## src/rtl/nand_op_sequencer.sv

```systemverilog
// Time-multiplexes one data_width-bit NAND unit to evaluate eight bitwise logic ops.
// Each op is a fixed chain of NAND steps, one per clock, with valid/ready at both ends.
module nand_op_sequencer #(
  parameter int data_width = 8
) (
  input  logic                  clk,
  input  logic                  reset,
  input  logic                  in_valid,
  output logic                  in_ready,
  input  logic [2:0]            op,
  input  logic [data_width-1:0] a,
  input  logic [data_width-1:0] b,
  output logic                  out_valid,
  input  logic                  out_ready,
  output logic [data_width-1:0] y,
  output logic                  busy
);
  typedef enum logic [1:0] {IDLE, EXEC, DONE} state_t;
  typedef enum logic [2:0] {S_A, S_B, S_T, S_U, S_Y} src_t;
  typedef enum logic [1:0] {D_T, D_U, D_Y} dst_t;

  localparam logic [2:0] OP_NAND = 3'b000, OP_AND = 3'b001, OP_OR  = 3'b010, OP_NOR = 3'b011,
                         OP_XOR  = 3'b100, OP_XNOR = 3'b101, OP_NOT = 3'b110, OP_BUF = 3'b111;

  state_t                state;
  logic [2:0]            op_r, step;
  logic [data_width-1:0] a_r, b_r, t_r, u_r;
  src_t                  sel_x, sel_z;
  dst_t                  dst;
  logic                  last;
  logic [data_width-1:0] opnd_x, opnd_z, nand_q;

  // Per-op micro-sequence: two operand selects, a destination and the final-step flag.
  always_comb begin
    sel_x = S_A;
    sel_z = S_B;
    dst   = D_Y;
    last  = 1'b1;
    case (op_r)
      OP_AND, OP_BUF: begin
        if (step == 3'd0) begin
          sel_z = (op_r == OP_BUF) ? S_A : S_B;
          dst   = D_T;
          last  = 1'b0;
        end else begin
          sel_x = S_T;
          sel_z = S_T;
        end
      end
      OP_OR, OP_NOR: begin
        case (step)
          3'd0:    begin sel_z = S_A; dst = D_T; last = 1'b0; end
          3'd1:    begin sel_x = S_B; dst = D_U; last = 1'b0; end
          3'd2:    begin sel_x = S_T; sel_z = S_U; last = (op_r == OP_OR); end
          default: begin sel_x = S_Y; sel_z = S_Y; end
        endcase
      end
      OP_XOR, OP_XNOR: begin
        case (step)
          3'd0:    begin dst = D_T; last = 1'b0; end
          3'd1:    begin sel_z = S_T; dst = D_U; last = 1'b0; end
          3'd2:    begin sel_x = S_B; sel_z = S_T; dst = D_T; last = 1'b0; end
          3'd3:    begin sel_x = S_U; sel_z = S_T; last = (op_r == OP_XOR); end
          default: begin sel_x = S_Y; sel_z = S_Y; end
        endcase
      end
      OP_NOT:  sel_z = S_A;
      default: ;
    endcase
  end

  function automatic logic [data_width-1:0] pick(input src_t s, input logic [data_width-1:0] va,
      input logic [data_width-1:0] vb, input logic [data_width-1:0] vt,
      input logic [data_width-1:0] vu, input logic [data_width-1:0] vy);
    case (s)
      S_A:     pick = va;
      S_B:     pick = vb;
      S_T:     pick = vt;
      S_U:     pick = vu;
      default: pick = vy;
    endcase
  endfunction

  assign opnd_x = pick(sel_x, a_r, b_r, t_r, u_r, y);
  assign opnd_z = pick(sel_z, a_r, b_r, t_r, u_r, y);
  assign nand_q = ~(opnd_x & opnd_z);

  always_ff @(posedge clk) begin
    if (reset) begin
      state     <= IDLE;
      op_r      <= '0;
      a_r       <= '0;
      b_r       <= '0;
      t_r       <= '0;
      u_r       <= '0;
      y         <= '0;
      step      <= '0;
      in_ready  <= 1'b1;
      out_valid <= 1'b0;
      busy      <= 1'b0;
    end else begin
      case (state)
        IDLE: if (in_valid) begin
          op_r     <= op;
          a_r      <= a;
          b_r      <= b;
          step     <= '0;
          state    <= EXEC;
          in_ready <= 1'b0;
          busy     <= 1'b1;
        end
        EXEC: begin
          case (dst)
            D_T:     t_r <= nand_q;
            D_U:     u_r <= nand_q;
            default: y   <= nand_q;
          endcase
          if (last) begin
            state     <= DONE;
            step      <= '0;
            out_valid <= 1'b1;
          end else begin
            step <= step + 3'd1;
          end
        end
        DONE: if (out_ready) begin
          state     <= IDLE;
          out_valid <= 1'b0;
          busy      <= 1'b0;
          in_ready  <= 1'b1;
        end
        default: state <= IDLE;
      endcase
    end
  end
endmodule

```

## config.mk

```make
export PLATFORM = sky130hd
export DESIGN_NAME = nand_op_sequencer
export DESIGN_NICKNAME = d
export VERILOG_FILES = /design/src/rtl/nand_op_sequencer.sv
export SDC_FILE = /design/constraint.sdc
export NUM_CORES = 1
export LEC_CHECK = 0
export ABC_AREA = 1
export CAP_MARGIN = 5
export CORE_UTILIZATION = 30
export DETAILED_ROUTE_END_ITERATION = 7
export DONT_BUFFER_PORTS = 1
export PLACE_DENSITY = 0.51
export SLEW_MARGIN = 25
export SYNTH_ARGS = -nofsm -noshare
export SYNTH_HDL_FRONTEND = slang
export SYNTH_SLANG_ARGS = --single-unit
```

## constraint.sdc

```tcl
create_clock -name clk -period 2.1 [get_ports clk]
set_input_delay 0.42 -clock clk [delete_from_list [all_inputs] [get_ports clk]]
set_output_delay 0.42 -clock clk [all_outputs]
set_load 0.02 [all_outputs]
```

-- Word-level counts from Yosys, hierarchy flattened
Cells that the tools add are included.
- bits in registers: 51
- output and inout port bits: 11
- add/sub/neg operators: 1
- equality and inequality tests: 22
- multiplexer cells: 34
- bitwise logic cells: 3
- reduce and logical (&&, ||, !) cells: 24
- operator list (operator ; number):
    $pmux W8 S4 ; 2
    $pmux W3 S3 ; 4
    $eq A3 B2 Y1 const B ; 8
    $eq A3 B1 Y1 const B ; 4
    $eq A3 B3 Y1 const B ; 4
    $mux W2 ; 6
    $pmux W2 S3 ; 2
    $pmux W3 S2 ; 2
    $pmux W3 S4 ; 1
    $reduce_or A2 Y1 ; 6
    $pmux W1 S2 ; 5
    $reduce_and A2 Y1 ; 5
    $logic_not A3 Y1 ; 3
    $reduce_and A3 Y1 ; 3
    $and A8 B8 Y8 ; 1
    $not A8 Y8 ; 1
    $pmux W2 S2 ; 2
    $mux W1 ; 7
    $mux W3 ; 2
    $ne A2 B2 Y1 const B ; 3
    $reduce_bool A2 Y1 ; 3
    $reduce_or A3 Y1 ; 2
    $eq A2 B1 Y1 const B ; 2
    $logic_not A2 Y1 ; 2
    other kinds (4) ; 4

-- Logic depth before layout (Yosys ltp)
- depth in word-level cells: 8
- gate-level depth with buffers: 16
- mapped depth without buffers: 15

-- Worst setup path before layout
No wires, ideal clock.
- path kind: register to register
- from: register step[1]
- to: register y[1]
- arrival time: 1.769 ns
- data required time: 2.044 ns
- path slack: 0.275 ns
- cell stages (with the launch flop): 14
- path buffers: 1
- clock period less this slack: 1.825 ns
- cell sequence: dfxtp_1 > inv_1 > ha_1 > o21ai_2 > nand3_2 > o21ai_2 > or2_1 > buf_4 > nand2_1 > clkinv_1 > nor2_4 > nand3_1 > nand2_1 > inv_1
- cells in the longest elaborated chain, start to end: 8
- ends and longest elaborated chain (element ; line ; RTL):
    from (decl) ; 26 ; logic [2:0] op_r, step;
    from (signal assigned) ; 123 ; step <= step + 3'd1;
    $eq A3 B2 Y1, or another cell as far along ; 59 ; case (step)
    $reduce_or A3 Y1 (no source line) / $reduce_or A2 Y1 (equally long branches) ; - ;
    $pmux W3 S2, or another cell as far along ; 59 ;
    $pmux W3 S4, or another cell as far along ; 39 ; case (op_r)
    $eq A3 B2 Y1, or another cell as far along ; 75 ; case (s)
    $pmux W8 S4 / $reduce_or A2 Y1 (equally long branches) ; - ;
    $and A8 B8 Y8 / $not A1 Y1 (equally long branches) ; - ;
    $not A8 Y8 / $reduce_and A2 Y1 (equally long branches) ; - ;
    to (signal assigned) ; 116 ; default: y <= nand_q;
    to (decl) ; 15 ; output logic [data_width-1:0] y,
Parallel ways exist; a longest one is shown, timed or not.
A chain may end at the register's enable or synchronous reset.

-- Final worst setup path
- from: register step[1]
- to: register y[0]
The elaborated chain is that of the path after synthesis.

==> flow_metrics.env <==
export IMPL_fmax_mhz=504
export IMPL_ys_ff_latch=51
export IMPL_layout_drive_gt1_share_pct=19.9
export IMPL_htree_levels=2
export IMPL_drt_iter0_markers=185
export IMPL_yosysUniqueCellTypes=31
export IMPL_yosys_warnings=0
export IMPL_layout_worst_path_cycle_share_pct=94.4
export IMPL_busiest_layer="met2"
export IMPL_dp_hpwl_microns=6340
export IMPL_r2r_end="y[0]"
export IMPL_cp_end_kind="flip-flop"
export IMPL_grt_pass1_vias=3001
export IMPL_port_buffers=0
export IMPL_drt_total_wl_microns=8610
export IMPL_hold_ws_ps=160
export IMPL_worstHoldPathType="input port to flip-flop"
export IMPL_gp_congestion=0.809
export IMPL_crit_reg2reg_launch="step[1]"
export IMPL_ant_nets=0
export IMPL_global_route_usage_met3_pct=2.45
export IMPL_cts_buffer_depth=2
export IMPL_cap_viol_max_count=0
export IMPL_cp_top_family="simple AND/OR/NAND/NOR gates"
export IMPL_reg2reg_slack_ps=120
export IMPL_cts_sinks=51
export IMPL_crit_path_frequent_cell="nand3_1"
export IMPL_grt_max_degree=32
export IMPL_finalSetupTns_ps=0
export IMPL_tightest_slew_ps=482
export IMPL_crit_chain="inv_2, ha_4, o21ai_4, buf_4, nand3_4, nand2_4, clkinvlp_4, nand3_1, nor2_1, nor2_2, nand3_1, nand2_1, inv_1"
export IMPL_numCtsBuffers=5
export IMPL_num_nets_final=519
export IMPL_worstSetupPathType="flip-flop to flip-flop"
export IMPL_via_per_inst=4.93
export IMPL_hold_depth=1
export IMPL_finClkSkew_ps=9.22
export IMPL_nFillCells=1131
export IMPL_rows=37
export IMPL_hold_start="reset"
export IMPL_avgSynthCellArea_sq_um=6.70
export IMPL_syn_nets=511
export IMPL_drv_slew=0
export IMPL_grtUsageTotal_pct=16.4
export IMPL_clk_latency_ps=320
export IMPL_cpMaxStageDelayCell="dfxtp_4"
export IMPL_grt_pass1_wl_microns=14600
export IMPL_synth_top_area_share_pct=31.5
export IMPL_critical_path_max_stage_delay_ps=400
export IMPL_required_ps=2320
export IMPL_antenna_found_initial=0
export IMPL_ir_drop_v=0.000296
export IMPL_p_total_mw=2.58
export IMPL_ios=34
export IMPL_cp_num_buf_inv=4
export IMPL_min_period_ps=1980
export IMPL_fp_dieArea_sq_um=11200
export IMPL_met2_usage_pct=30.5
export IMPL_hold_end="step[2]"
export IMPL_start_util_pct=31.1
export IMPL_use_met1_pct=18.5
export IMPL_clkTransAtPathRegs_ps=100
export IMPL_detail_route_wl_per_cell_microns=13.7
export IMPL_arrival_ps=2210
export IMPL_yosysTopAreaCell="dfxtp_1"
export IMPL_setup_violations=0
export IMPL_antennaDiodeCount=0
export IMPL_dr_pass1_iters=4
export IMPL_p_leak_nw=1.71
export IMPL_critical_path_max_fanout=8
export IMPL_num_vias=3095
export IMPL_die_y_microns=106
export IMPL_clockRootBuffer="clkbuf_8"
export IMPL_finalHoldViolCount=0
export IMPL_coreArea_sq_um=10400
export IMPL_areaGrowthSynthToFinish_pct=15.7
export IMPL_syn_cell_area_sq_um=3240
export IMPL_synth_area_leaders="dfxtp_1, nand3_1, nor2_1, nand2_1, inv_1"
export IMPL_cp_start_kind="flip-flop"
export IMPL_power_density_nw_per_um2=688
export IMPL_drcViolationCount=0
export IMPL_r2r_cells=13
export IMPL_max_slew_margin_pct=67.8
export IMPL_synth_cells=483
export IMPL_die_w_microns=106
export IMPL_multi_input_comb_area_sq_um=1980
export IMPL_regArea_sq_um=1030
export IMPL_status="complete, no violations"
export IMPL_cts_tree="done"
export IMPL_grt_overflow_total=0
export IMPL_synth_seq_area_share_pct=31.5
## how the worst max path moves through the flow
stage,depth (start not counted),slack (ps),from,end
after floorplan,13,280,step[1],y[1]
after global placement,11,30,step[1],y[6]
after detailed placement,12,-10,step[1],y[7]
after CTS,12,20,step[0],y[7]
after global routing,12,-8,step[0],y[7]
final,13,120,step[1],y[0]
## layer usage
layer | vias up | share of wire [%]
met2 | 59 | 53
met5 | - | 0
met1 | 1466 | 41
li1 | 1553 | -
met4 | 0 | 2.7
met3 | 17 | 3.0
## stage by stage
stage          setup slack (ps)  utilization (%)  instance area, sq um  std cells
3_5_place_dp              -10.7             32.5                  3380        613
2_1_floorplan               275                -                  3240        483
4_1_cts                    20.1             33.9                  3530        621
6_report                    117             36.0                  3750        628
3_3_place_gp               26.4             32.5                  3380        613
5_1_grt                   -8.23             36.0                  3750        628
## report_power, final
group	switching [mW]	leakage (nW)	total [mW]	internal, mW
clock	0.346	0.0654	0.822	0.476
sequential	0.110	0.420	1.16	1.05
combinational	0.389	1.23	0.595	0.206
total	0.845	1.71	2.58	1.73
## Yosys cell counts (all sizes together)
cell,instances
or2,1
o211ai,1
inv,56
a21oi,24
nor2,103
nand4,8
nor3,2
clkinv,15
clkbuf,8
ha,5
a22oi,2
dfxtp,51
nand2,85
o21ai,28
nand3,86
buf,8
## flip-flops by register name, indices dropped and copies added, names as in the netlist, 2 cells and up
register and cells:
a_r 8, b_r 8, t_r 8, u_r 8
y 8, op_r 3, step 3, state 2
## cells in the final DEF, fill, tap and decap left out, types with 2 or more instances in the layout
master	instances
o21ai_0	24
dfxtp_1	49
buf_12	3
bufinv_16	2
inv_1	46
nand3_1	70
dfxtp_4	2
nand2_1	72
buf_4	14
a22oi_1	2
nand2_2	4
nor2_4	10
nand2_8	3
nand4_1	8
nand2_4	6
nor2_2	9
nor2_1	82
a21oi_1	23
clkinv_1	15
o21ai_4	2
nand3_2	15
o21ai_2	2
ha_4	4
nor2_8	2
inv_2	8
clkbuf_8	5
## cell type report
cell class	instances	area share, %
repair buffers	17	4.41
multi-input cells	345	52.8
flip-flops and latches	51	27.5
clock inverters	2	1.60
well taps	136	4.54
inverters	71	7.28
clock buffers	6	1.94
## kinds of logic after synthesis
family / share of synthesized area [%]
adders and majority gates: 1.93
AOI/OAI and AO/OA: 9.54
buffers and inverters: 11.7
and+or+nand+nor: 45.2
DFF: 31.5
## worst reg2reg max path: cells and delay by family, from the launching register on
family / cells / cell delay, ps
adders and majority gates: 1 / 170
and+or+nand+nor: 7 / 690
DFF: 1 / 400
buffers and inverters: 4 / 450
AOI/OAI and AO/OA: 1 / 180
## repair_timing
item / 4_1_cts / 5_1_grt
setup buffers: 0 / 7
resized for setup: 2 / 31
setup endpoints to repair: 19 / 24
pin swaps: 0 / 14
hold endpoints to repair: 0 / 0
hold buffers: 0 / 0
(Power assumes the default switching activity.)
